## src/rtl/axi_lite_apb_bridge.sv

```systemverilog
// AXI4-Lite to APB4 bridge for a single slave.
// One buffered AW/W/AR beat each, one APB transfer in flight, pready timeout.
module axi_lite_apb_bridge #(
    parameter int unsigned AXI_ADDR_WIDTH = 64,
    parameter int unsigned TIMEOUT_CYCLES = 256
) (
    input  logic                      clk_i,
    input  logic                      rst_ni,
    input  logic [AXI_ADDR_WIDTH-1:0] awaddr_i,
    input  logic                      awvalid_i,
    output logic                      awready_o,
    input  logic [31:0]               wdata_i,
    input  logic [3:0]                wstrb_i,
    input  logic                      wvalid_i,
    output logic                      wready_o,
    output logic [1:0]                bresp_o,
    output logic                      bvalid_o,
    input  logic                      bready_i,
    input  logic [AXI_ADDR_WIDTH-1:0] araddr_i,
    input  logic                      arvalid_i,
    output logic                      arready_o,
    output logic [31:0]               rdata_o,
    output logic [1:0]                rresp_o,
    output logic                      rvalid_o,
    input  logic                      rready_i,
    output logic                      psel_o,
    output logic                      penable_o,
    output logic                      pwrite_o,
    output logic [31:0]               paddr_o,
    output logic [31:0]               pwdata_o,
    output logic [3:0]                pstrb_o,
    input  logic [31:0]               prdata_i,
    input  logic                      pready_i,
    input  logic                      pslverr_i
);

    typedef enum logic [1:0] {
        IDLE,
        SETUP,
        ACCESS,
        RESP
    } state_e;

    localparam int unsigned CW =
        (TIMEOUT_CYCLES > 2) ? $clog2(TIMEOUT_CYCLES) : 1;
    localparam logic [CW-1:0] TO_LAST =
        CW'((TIMEOUT_CYCLES == 0) ? 0 : TIMEOUT_CYCLES - 1);
    localparam logic [1:0]  RESP_OKAY   = 2'b00;
    localparam logic [1:0]  RESP_SLVERR = 2'b10;
    localparam logic [31:0] TIMEOUT_DATA = 32'hDEAD_BEEF;

    state_e state_q, state_d;

    logic        aw_vld_q, aw_vld_d;
    logic        w_vld_q, w_vld_d;
    logic        ar_vld_q, ar_vld_d;
    logic        awready_q, wready_q, arready_q;
    logic [31:0] aw_addr_q, ar_addr_q;
    logic [31:0] w_data_q;
    logic [3:0]  w_strb_q;

    logic        rr_wr_q;
    logic        pwrite_q;
    logic [31:0] paddr_q, pwdata_q;
    logic [3:0]  pstrb_q;
    logic [CW-1:0] cnt_q;

    logic [1:0]  bresp_q, rresp_q;
    logic [31:0] rdata_q;

    logic aw_hs, w_hs, ar_hs;
    logic wr_pend, rd_pend, grant_wr;
    logic grant, done, resp_hs, timeout_hit;
    logic [1:0] resp_d;

    assign aw_hs = awvalid_i & awready_q;
    assign w_hs  = wvalid_i & wready_q;
    assign ar_hs = arvalid_i & arready_q;

    assign wr_pend = aw_vld_q & w_vld_q;
    assign rd_pend = ar_vld_q;
    // On a tie, grant the direction that did not win last time.
    assign grant_wr = wr_pend & (~rd_pend | ~rr_wr_q);

    assign timeout_hit = (TIMEOUT_CYCLES != 0) && (cnt_q == TO_LAST);
    assign resp_hs = (state_q == RESP) &
                     (pwrite_q ? bready_i : rready_i);
    assign resp_d = (pready_i && !pslverr_i) ? RESP_OKAY : RESP_SLVERR;

    always_comb begin
        state_d = state_q;
        grant   = 1'b0;
        done    = 1'b0;
        unique case (state_q)
            IDLE: begin
                if (wr_pend || rd_pend) begin
                    state_d = SETUP;
                    grant   = 1'b1;
                end
            end
            SETUP: state_d = ACCESS;
            ACCESS: begin
                if (pready_i || timeout_hit) begin
                    state_d = RESP;
                    done    = 1'b1;
                end
            end
            RESP: begin
                if (resp_hs) state_d = IDLE;
            end
            default: state_d = IDLE;
        endcase
    end

    always_comb begin
        aw_vld_d = aw_vld_q;
        w_vld_d  = w_vld_q;
        ar_vld_d = ar_vld_q;
        if (aw_hs) aw_vld_d = 1'b1;
        if (w_hs)  w_vld_d  = 1'b1;
        if (ar_hs) ar_vld_d = 1'b1;
        if (resp_hs && pwrite_q) begin
            aw_vld_d = 1'b0;
            w_vld_d  = 1'b0;
        end
        if (resp_hs && !pwrite_q) ar_vld_d = 1'b0;
    end

    always_ff @(posedge clk_i) begin
        if (!rst_ni) begin
            state_q   <= IDLE;
            aw_vld_q  <= 1'b0;
            w_vld_q   <= 1'b0;
            ar_vld_q  <= 1'b0;
            awready_q <= 1'b0;
            wready_q  <= 1'b0;
            arready_q <= 1'b0;
            aw_addr_q <= '0;
            ar_addr_q <= '0;
            w_data_q  <= '0;
            w_strb_q  <= '0;
            rr_wr_q   <= 1'b0;
            pwrite_q  <= 1'b0;
            paddr_q   <= '0;
            pwdata_q  <= '0;
            pstrb_q   <= '0;
            cnt_q     <= '0;
            bresp_q   <= '0;
            rresp_q   <= '0;
            rdata_q   <= '0;
        end else begin
            state_q   <= state_d;
            aw_vld_q  <= aw_vld_d;
            w_vld_q   <= w_vld_d;
            ar_vld_q  <= ar_vld_d;
            awready_q <= ~aw_vld_d;
            wready_q  <= ~w_vld_d;
            arready_q <= ~ar_vld_d;
            if (aw_hs) aw_addr_q <= awaddr_i[31:0];
            if (ar_hs) ar_addr_q <= araddr_i[31:0];
            if (w_hs) begin
                w_data_q <= wdata_i;
                w_strb_q <= wstrb_i;
            end
            if (grant) begin
                rr_wr_q  <= grant_wr;
                pwrite_q <= grant_wr;
                paddr_q  <= grant_wr ? aw_addr_q : ar_addr_q;
                pwdata_q <= grant_wr ? w_data_q : '0;
                pstrb_q  <= grant_wr ? w_strb_q : '0;
            end
            cnt_q <= (state_q == ACCESS) ? cnt_q + CW'(1) : '0;
            if (done) begin
                if (pwrite_q) begin
                    bresp_q <= resp_d;
                end else begin
                    rresp_q <= resp_d;
                    rdata_q <= pready_i ? prdata_i : TIMEOUT_DATA;
                end
            end
        end
    end

    if (AXI_ADDR_WIDTH > 32) begin : g_hi_addr
        logic unused_addr_hi;
        assign unused_addr_hi = ^{awaddr_i[AXI_ADDR_WIDTH-1:32],
                                  araddr_i[AXI_ADDR_WIDTH-1:32]};
    end

    assign awready_o = awready_q;
    assign wready_o  = wready_q;
    assign arready_o = arready_q;

    assign psel_o    = (state_q == SETUP) || (state_q == ACCESS);
    assign penable_o = (state_q == ACCESS);
    assign pwrite_o  = pwrite_q;
    assign paddr_o   = paddr_q;
    assign pwdata_o  = pwdata_q;
    assign pstrb_o   = pstrb_q;

    assign bvalid_o = (state_q == RESP) && pwrite_q;
    assign rvalid_o = (state_q == RESP) && !pwrite_q;
    assign bresp_o  = bresp_q;
    assign rresp_o  = rresp_q;
    assign rdata_o  = rdata_q;

endmodule

```

## config.mk

```make
export PLATFORM = sky130hd
export DESIGN_NAME = axi_lite_apb_bridge
export DESIGN_NICKNAME = d
export VERILOG_FILES = /design/src/rtl/axi_lite_apb_bridge.sv
export SDC_FILE = /design/constraint.sdc
export NUM_CORES = 1
export LEC_CHECK = 0
export ABC_AREA = 0
export CAP_MARGIN = 15
export CORE_MARGIN = 10
export CORE_UTILIZATION = 50
export CTS_CLUSTER_SIZE = 25
export DETAILED_ROUTE_END_ITERATION = 7
export DONT_BUFFER_PORTS = 1
export HOLD_SLACK_MARGIN = 0.15
export PLACE_DENSITY = 0.75
export SLEW_MARGIN = 20
export SYNTH_ARGS = -nofsm -noshare
export SYNTH_HDL_FRONTEND = slang
export SYNTH_SLANG_ARGS = --single-unit
```

## constraint.sdc

```tcl
create_clock -name clk_i -period 2.15 [get_ports clk_i]
set_clock_uncertainty 0.2 [all_clocks]
set_input_delay 0.1075 -clock clk_i [delete_from_list [all_inputs] [get_ports clk_i]]
set_output_delay 0.1075 -clock clk_i [all_outputs]
set_load 0.02 [all_outputs]
```

==> impl_metrics.tcl, run 1 <==
set metrics [dict create \
    outcome "did not finish" \
    synth_seq_cells 219 \
    dp_hpwl_um 14800 \
    yosysSeqAreaShare_pct 55.1 \
    yosys.area_share.simple_pct 16.9 \
    synth-async-reset-ratio_pct 0 \
    root_buffer "clkbuf_16" \
    gp_congestion 0.782 \
    synth_top_family_by_area "compound AO/OA/AOI/OAI gates" \
    synthMuxAreaShare_pct 4.28 \
    num_rows 46 \
    die_w_um 146 \
    numCtsBuffers 23 \
    yosysUniqueCellTypes 37 \
    ys_warn_count 0 \
    io_pins 317 \
    tool.error "[ERROR RSZ-0060] Max buffer count reached." \
    post_cts_buffers 0 \
    synth-xor-area-share_pct 0.661 \
    die_y_um 146 \
    port_buffers 0 \
    synth_edf_count 0 \
    post_cts_resized 0 \
    synthAdderAreaFrac_pct 0.629 \
    synth_area_um2 7950 \
    cts_sinks 219 \
    lastStage "4_1_cts" \
    synth_area_per_cell_um2 8.97 \
    synthCells 887 \
    pre_cts_ws_ns 0.332 \
    cts_hold_buf 220 \
    htree_levels 1 \
    synth_compound_area_share_pct 17.8 \
    ys.flop_type "dfxtp_1" \
    clockBufferDepth 3 \
    start_util_pct 50.6 \
]
## synth_stat cells, types with 5 or more instances
master | n | area (um2)
nand3_1 | 11 | 55.1
nand2_1 | 219 | 822
a22oi_1 | 36 | 270
mux2i_1 | 34 | 340
o221a_1 | 21 | 236
nor2_1 | 83 | 312
dfxtp_1 | 219 | 4380
and2_1 | 6 | 37.5
buf_2 | 14 | 70.1
a211oi_1 | 32 | 240
buf_1 | 5 | 18.8
o21ai_0 | 8 | 40.0
a21oi_1 | 104 | 521
clkbuf_1 | 44 | 165
buf_6 | 6 | 67.6
## metrics by stage
stage | std cells | instance area (um2)
floorplan | 888 | 7960
global placement | 1054 | 8120
detailed placement | 1054 | 8120
## cells by family after synthesis
kind of cell / Yosys count
AO/OA/AOI/OAI: 212
XOR/XNOR: 6
multiplexers: 34
AND/OR/NAND/NOR: 334
other: 1
buffers and inverters: 77
flip-flops: 219
adder cells (fa/ha/maj): 4
==> run 2, diff against run 1 <==
- CORE_UTILIZATION: 50 -> 35
- CTS_CLUSTER_SIZE: 25 -> not set
- HOLD_SLACK_MARGIN: 0.15 -> not set
- PLACE_DENSITY: 0.75 -> not set
- PLACE_DENSITY_LB_ADDON: not set -> 0.15
==> run 2 against run 1 <==
  * The flow now finishes without violations
  * Synthesized area stayed put
  * Synthesized cell count stayed put
==> impl_metrics.tcl, run 2 <==
set metrics [dict create \
    tns_ns 0 \
    min_path_cells 4 \
    max_freq_ghz 0.481 \
    grt_pass1_vias 6791 \
    finalPower_mw 10.5 \
    multi_input_area_um2 3220 \
    numCtsBuffers 25 \
    layout_common_cells "dlygate4sd3_1, nand2_1, dfxtp_1" \
    outcome "completed" \
    yosys.area.top_type "dfxtp_1" \
    grt_max_degree 65 \
    dp.cells 1123 \
    drt_iter0_markers 406 \
    synth_seq_cells 219 \
    ys.flop_type "dfxtp_1" \
    period_share_pct 96.7 \
    yosys-top-cells-area "dfxtp_1, nand2_1, a21oi_1, mux2i_1, nor2_1" \
    netlist.area_leader.share_pct 55.1 \
    num_rows 55 \
    worst-setup-path-type "reg -> reg" \
    cpPeakStageDelay_ns 0.57 \
    port_buffers 0 \
    setup_viol_count_final 0 \
    start_util_pct 35.3 \
    rsz0062_at_grt "no" \
    cp_data_required_time_ns 2.37 \
    grt.total_usage_pct 16.1 \
    reg2reg_setup_slack_ns 0.07 \
    grt_pass1_wl_um 38100 \
    hp-start "arvalid_i" \
    drt-total-wl_um 24600 \
    pre_cts_ws_ns 0.335 \
    vias 6835 \
    vdd_drop_max_mv 0.650 \
    final_cells 1392 \
    p_leak_nw 4.15 \
    r2r-start "wready_o" \
    ys_top_cells_by_count "dfxtp_1, nand2_1, a21oi_1" \
    fin_ws_ns 0.0700 \
    firstDrtPassIters 5 \
    crit_slowest_cell "dlygate4sd3_1" \
    hold_violations 0 \
    syn2layout_area_growth_pct 42.4 \
    synth_edf_count 0 \
    relSlewSlack_pct 64.4 \
    clockBufferDepth 3 \
    cts_sinks 219 \
    critPathMaxFanout 36 \
    hold_ws_ns 0.0318 \
    die_w_um 171 \
    synth-async-reset-ratio_pct 0 \
    worstPathArrival_ns 2.30 \
    crit_chain "and2_1 -> buf_12 -> nand2_1 -> dlygate4sd3_1 -> a21oi_1" \
    grt_overflow 0 \
    clkLatencyLatePin_ns 0.51 \
    final_nets 1297 \
    min_period_ns 2.08 \
    path_clk_slew_ns 0.06 \
    dp_hpwl_um 15600 \
    critPathBufInv 2 \
    htree_levels 1 \
    synth_area_um2 7950 \
    die_y_um 171 \
    crit_family "buffers and inverters" \
    regArea_um2 4390 \
    hp-class "in -> reg" \
    worstMarginPinSlew_ns 0.535 \
    synthCells 887 \
    nFillCells 2075 \
    root_buffer "clkbuf_16" \
    via_per_inst 4.91 \
    reg2reg_depth 5 \
    io_pins 317 \
    drive_gt1_share_pct 6.70 \
    ys_warn_count 0 \
    cp-end-kind "register" \
    min_to "ar_addr_q[25]" \
    wire_per_inst_um 17.7 \
    die-area_um2 29200 \
    drc 0 \
    gp_congestion 0.727 \
    yosysSeqAreaShare_pct 55.1 \
    synth_area_per_cell_um2 8.97 \
    final_common_cell "dlygate4sd3_1" \
    yosysUniqueCellTypes 37 \
    p_per_area_nw_per_um2 925 \
    drv_cap 0 \
    ant_nets 0 \
    antenna_found_initial 2 \
    startpoint_type "register" \
    r2r-end "w_data_q[28]" \
    finalMaxSlewViolations 0 \
    core_region_area_um2 22500 \
    tritoncts "done" \
]
run 2: cells by family (layout without fill, tap and decap cells):
logic type	after synthesis	after routing	synth area share [%]
adders and majority gates	4	4	0.629
other	1	4	0.0471
muxes	34	34	4.28
buffers and inverters	77	294	4.56
DFF	219	219	55.1
xor gates and xnor gates	6	6	0.661
and+or+nand+nor	334	334	16.9
AOI/OAI and AO/OA	212	212	17.8
run 2: repair_timing:
| action | in CTS | in global routing |
|---|---|---|
| endpoints found under the hold margin | 187 | 0 |
| resized for setup | 0 | 2 |
| hold buffers | 223 | 0 |
| endpoints found under the setup margin | 0 | 10 |
| buffers inserted | 0 | 0 |
run 2: per-layer routing:
metal / share of wire [%] / up-vias / track usage [%] / wire [um]
met5: 0 / - / 0 / 0
met2: 47 / 231 / 26.2 / 11500
met1: 42 / 3141 / 19.9 / 10400
met4: 1.5 / 0 / 3.43 / 375
li1: - / 3431 / - / -
met3: 9.5 / 32 / 5.88 / 2330
run 2: layout make-up:
class                           count  share of cell area [%]
Antenna cell                        2                  0.0442
Clock inverter                      8                    1.04
Timing Repair Buffer              245                    22.1
Sequential cell                   219                    38.7
Inverter                            5                   0.188
Clock buffer                       36                    6.33
Tap cell                          285                    3.15
Multi-Input combinational cell    592                    28.4
run 2: worst register-to-register path: stages, from the launching register on:
cell           delay (ns)
dfxtp_1              0.50
and2_1               0.25
buf_12               0.22
nand2_1              0.08
dlygate4sd3_1        0.57
a21oi_1              0.17
run 2: metrics by stage:
| step | area, um2 | utilization, % |
|---|---|---|
| floorplan | 7960 | - |
| global placement | 8250 | 36.6 |
| detailed placement | 8250 | 36.6 |
| CTS | 11300 | 50.3 |
| global route | 11300 | 50.3 |
| finish | 11300 | 50.3 |
run 2: worst max-delay path by stage:
stage	cells after the start	endpoint	start
CTS	5	ar_addr_q[2]	arready_o
detailed placement	5	rdata_o[0]	cnt_q[0]
floorplan	6	rdata_o[10]	state_q[0]
global route	5	w_data_q[14]	wready_o
global placement	5	rdata_o[1]	cnt_q[0]
finish	5	w_data_q[28]	wready_o
run 2: report_power, final:
part | internal [mW] | switching, mW | total (mW) | leakage, nW
combinational | 0.647 | 0.710 | 1.36 | 1.96
sequential | 4.37 | 0.466 | 4.84 | 1.78
clock | 2.66 | 1.63 | 4.29 | 0.409
total | 7.68 | 2.80 | 10.5 | 4.15
(Power assumes the default switching activity.)
==> run 3, diff against run 2 <==
- CORE_UTILIZATION: 35 -> 50
==> run 3 against run 2 <==
  * The run now ends with hold timing left
  * Sequential cell count stayed put
  * Register-to-register slack better by 0.05 ns
  * Via count is 0.89% higher
  * Largest power group unchanged
  * Highest routed layer unchanged
==> impl_metrics.tcl, run 3 (same netlist as run 2, synthesis figures left out) <==
set metrics [dict create \
    wire_per_inst_um 18.6 \
    r2r-start "arready_o" \
    setup_viol_count_final 0 \
    cpPeakStageDelay_ns 0.55 \
    tns_ns 0 \
    nFillCells 1165 \
    syn2layout_area_growth_pct 34.9 \
    routed.top_layer "met4" \
    final_common_cell "nand2_1" \
    drc 0 \
    worst-setup-path-type "reg -> reg" \
    dpl-instance-area_um2 8130 \
    period_share_pct 94.2 \
    die-area_um2 21400 \
    dp_hpwl_um 14700 \
    clockBufferDepth 3 \
    port_buffers 0 \
    rsz0062_at_grt "no" \
    vdd_drop_max_mv 0.577 \
    final_nets 1255 \
    violations "hold timing" \
    num_rows 46 \
    max_freq_ghz 0.494 \
    route.met2.wl_um 11500 \
    io_pins 317 \
    multi_input_area_um2 3220 \
    drv_cap 0 \
    wl_met3_um 2390 \
    grt_pass1_vias 7056 \
    layout_common_cells "nand2_1, dfxtp_1, dlygate4sd3_1" \
    antenna_found_initial 1 \
    min_period_ns 2.03 \
    via_per_inst 5.40 \
    tritoncts "done" \
    finalPower_mw 10.0 \
    path_clk_slew_ns 0.06 \
    hp-class "in -> reg" \
    crit_chain "and2_2 -> buf_4 -> nand2_1 -> dlygate4sd3_1 -> a21oi_1" \
    final_cells 1278 \
    core_region_area_um2 15700 \
    cp-startpoint "arready_o" \
    grt_overflow 0 \
    critPathMaxFanout 7 \
    p_per_area_nw_per_um2 934 \
    outcome "finished with violations" \
    htree_levels 1 \
    grt.total_usage_pct 21.1 \
    hold_violations 1 \
    crit_slowest_cell "dfxtp_1" \
    regArea_um2 4390 \
    cp-end-kind "register" \
    gp_congestion 0.806 \
    critPathBufInv 2 \
    hold_ws_ns -0.00301 \
    finalMaxSlewViolations 0 \
    vias 6896 \
    crit_family "buffers and inverters" \
    clkLatencyLatePin_ns 0.50 \
    root_buffer "clkbuf_16" \
    startpoint_type "register" \
    ant_nets 0 \
    drt_iter0_markers 357 \
    grt_max_degree 65 \
    wl_met1_um 9330 \
    cts_sinks 219 \
    hp-start "wvalid_i" \
    dp.cells 1054 \
    grt_pass1_wl_um 37700 \
    drt-total-wl_um 23800 \
    drive_gt1_share_pct 6.80 \
    worstPathArrival_ns 2.25 \
    die_w_um 146 \
    firstDrtPassIters 8 \
    die_y_um 146 \
    p_leak_nw 4.09 \
    start_util_pct 50.6 \
    numCtsBuffers 23 \
    cp_data_required_time_ns 2.38 \
    stdcell_area_um2 10700 \
]
## run 3: per-layer routing
metal  vias up  global-route usage (%)
li1       3336                       -
met1      3249                    24.4
met2       265                    34.7
met3        46                    8.28
met4         0                    7.66
met5         -                       0
## run 3: what timing repair did
| item | in CTS | in global routing |
|---|---|---|
| setup endpoints to repair | 0 | 34 |
| hold endpoints to repair | 174 | 3 |
| buffers inserted | 0 | 0 |
| hold buffers | 182 | 1 |
| gates resized for setup | 0 | 5 |
## run 3: where the power goes
group / total (mW) / internal [mW] / switching [mW] / leakage (nW)
registers: 4.84 / 4.37 / 0.469 / 1.78
logic: 1.31 / 0.607 / 0.705 / 1.95
clock network: 3.88 / 2.34 / 1.54 / 0.362
## run 3: path summary, 6_finish.rpt
path,end,slack [ns],cells past startpoint
setup / recovery,ar_addr_q[0],0.12,5
hold / removal,w_data_q[10],-0.003,4
setup reg to reg,ar_addr_q[0],0.12,5
hold reg to reg,cnt_q[0],0.24,1
## run 3: metrics by stage
stage / utilization, % / worst slack (ns)
after floorplan: - / 0.280
after global placement: 51.8 / 0.385
after detailed placement: 51.8 / 0.348
after CTS: 68.1 / 0.0287
after global routing: 68.3 / 0.0171
final: 68.3 / 0.124
## run 3: cell type report
| cell class | instances | share of cell area [%] |
|---|---|---|
| tap | 216 | 2.52 |
| antenna | 3 | 0.0700 |
| sequential | 219 | 40.9 |
| multi-input combinational | 592 | 30.0 |
| timing repair buffer | 205 | 19.4 |
| inverter | 5 | 0.222 |
| clock buffer | 31 | 6.02 |
| clock inverter | 7 | 0.886 |
## run 3: worst register-to-register path, stage by stage, from the launching register on
cell	delay (ns)
dfxtp_1	0.55
and2_2	0.32
buf_4	0.17
nand2_1	0.05
dlygate4sd3_1	0.55
a21oi_1	0.12
==> run 4, diff against run 3 <==
- ABC_AREA: 0 -> 1
==> run 4 against run 3 <==
  * The flow now finishes without violations
  * Final area grew 6.2%
  * Via count rose by 17%
  * Non-clock buffer count grew 14
  * Combinational power grew 72%
  * Critical endpoint is now state_q[1]
==> impl_metrics.tcl, run 4 <==
set metrics [dict create \
    outcome "completed" \
    p_int_mw 7.49 \
    drc 0 \
    swShare_pct 31.5 \
    reg2reg_setup_slack_ns 0.09 \
    synth_area_um2 8570 \
    firstDrtPassIters 5 \
    p_per_area_nw_per_um2 960 \
    pre_cts_ws_ns 0.283 \
    final_core_util_pct 68.2 \
    tns_ns 0 \
    grt_pass1_wl_um 42100 \
    yosysSeqAreaShare_pct 51.2 \
    ys_warn_count 0 \
    cts_sinks 219 \
    drv_cap 0 \
    worstMarginPinSlew_ns 0.658 \
    max_freq_ghz 0.485 \
    setup_viol_count_final 0 \
    relSlewSlack_pct 56.1 \
    via_per_inst 5.22 \
    final_common_cell "nor2_1" \
    pwr-share-comb_pct 20.6 \
    synth-async-reset-ratio_pct 0 \
    antenna_found_initial 1 \
    drive_gt1_share_pct 5.79 \
    syn2layout_area_growth_pct 33.0 \
    die_y_um 151 \
    netlist.area_leader.share_pct 51.2 \
    core_region_area_um2 16700 \
    cp_data_required_time_ns 2.33 \
    synth_seq_cells 219 \
    path_clk_slew_ns 0.06 \
    wire_per_inst_um 17.2 \
    die_w_um 151 \
    port_buffers 0 \
    post_cts_buffers 0 \
    vias 8091 \
    clkLatencyLatePin_ns 0.50 \
    rsz0062_at_grt "yes" \
    numCtsBuffers 23 \
    gp_congestion 0.820 \
    start_util_pct 51.3 \
    ys_top_cells_by_count "nor2_1, dfxtp_1, nand2_1" \
    grt_pass1_vias 8035 \
    worstPathArrival_ns 2.25 \
    startpoint_type "register" \
    cp-startpoint "state_q[1]" \
    ant_nets 0 \
    yosys-top-cells-area "dfxtp_1, nor2_1, nand2_1, o21ai_0, inv_1" \
    yosys.area.top_type "dfxtp_1" \
    synth_edf_count 0 \
    ys.flop_type "dfxtp_1" \
    worst-setup-path-type "reg -> reg" \
    num_rows 47 \
    htree_levels 1 \
    finalPower_mw 10.9 \
    hold_violations 0 \
    min_period_ns 2.06 \
    synth.most_common_cell "nor2_1" \
    endpoint "state_q[1]" \
    pwr-share-clk_pct 33.1 \
    dp_hpwl_um 15000 \
    power_frac_seq_pct 46.3 \
    crit_slowest_cell "dlygate4sd3_1" \
    synth_area_per_cell_um2 7.44 \
    grt_max_degree 126 \
    root_buffer "clkbuf_16" \
    r2r-end "state_q[1]" \
    cpPeakStageDelay_ns 0.54 \
    crit_chain "inv_1 -> ha_1 -> inv_1 -> nor2_1 -> nor2_2 -> nand3b_1 -> nand2_1 -> dlygate4sd3_1 -> nor2_1" \
    vdd_drop_max_mv 0.615 \
    finalMaxSlewViolations 0 \
    io_pins 317 \
    hp-class "in -> reg" \
    period_share_pct 95.9 \
    fin_ws_ns 0.0875 \
    drt-total-wl_um 26700 \
    drt_iter0_markers 429 \
    synthCells 1151 \
    r2r-start "state_q[1]" \
    p_leak_nw 4.65 \
    critPathMaxFanout 4 \
    final_nets 1524 \
    p_sw_mw 3.44 \
    reg2reg_depth 9 \
    die-area_um2 22800 \
    layout_common_cells "nor2_1, dfxtp_1, dlygate4sd3_1" \
    clockBufferDepth 3 \
    tritoncts "done" \
    grt_overflow 0 \
    cp-end-kind "register" \
    yosysUniqueCellTypes 30 \
    grt.total_usage_pct 22.5 \
]
[run 4: cell count changes in the layout (fill, tap and decap cells not counted), moves of 34 or more]
cell / delta
o21ai_0: +97
nand3_1: +61
a22oi_1: -36
inv_1: +111
nand2_1: -50
nor2_1: +140
mux2i_1: -34
a21oi_1: -36
[run 4: through the flow]
stage	instances	hold WS [ns]	cell area, um2
6_report	1551	0.0741	11400
5_1_grt	1550	0.0783	11400
4_1_cts	1549	0.0569	11400
3_5_place_dp	1312	0.0450	8690
3_3_place_gp	1312	0.0448	8690
2_1_floorplan	1152	0.0726	8570
[run 4: worst min-delay path by stage]
| stage | startpoint | end | slack, ns | depth (start not counted) |
|---|---|---|---|---|
| after global placement | rst_ni | rdata_o[10] | 0.04 | 2 |
| after global routing | rst_ni | rdata_o[7] | 0.08 | 3 |
| after detailed placement | rst_ni | rdata_o[17] | 0.05 | 2 |
| after floorplan | araddr_i[7] | ar_addr_q[7] | 0.07 | 2 |
| final | rst_ni | aw_addr_q[7] | 0.07 | 3 |
| after CTS | rst_ni | rdata_o[20] | 0.06 | 3 |
[run 4: critical path, delay by kind of cell, from the launching register on]
kind                     cells  cell delay, ns
adder cells (fa/ha/maj)      1            0.20
buffers and inverters        3            0.73
flip-flops                   1            0.42
AND/OR/NAND/NOR              5            0.40
[run 4: area by class of cell]
class	count	area (um2)
tap	220	275
timing repair buffer	219	2210
inverter	124	465
fill	1350	5310
sequential	219	4390
clock inverter	5	27.5
antenna	2	5.00
clock buffer	34	647
multi-input combinational	728	3380
[run 4: kinds of logic after synthesis]
group / after synthesis / synth area share, %
AO/OA/AOI/OAI: 209 / 13.2
adder cells (fa/ha/maj): 4 / 0.584
buffers and inverters: 205 / 9.78
flip-flops: 219 / 51.2
other: 1 / 0.0438
AND/OR/NAND/NOR: 513 / 25.2
[run 4: power groups by stage]
stage / logic (mW) / registers [mW] / clock network [mW]
after floorplan: 1.42 / 5.03 / 0
after global placement: 1.69 / 5.14 / 0
after detailed placement: 1.72 / 5.14 / 0
after CTS: 2.17 / 5.06 / 3.69
after global routing: 2.53 / 5.11 / 3.86
final: 2.25 / 5.06 / 3.62
[run 4: layer usage]
layer  routed length [um]  track usage, %
met1                10500            26.2
met2                13000            38.7
met3                 2560            7.28
met4                  678            6.26
met5                    0               0
[run 4: what timing repair did]
action / in CTS / in global routing
endpoints found under the hold margin: 219 / 0
resized for setup: 0 / 7
hold buffers: 198 / 0
endpoints found under the setup margin: 0 / 30
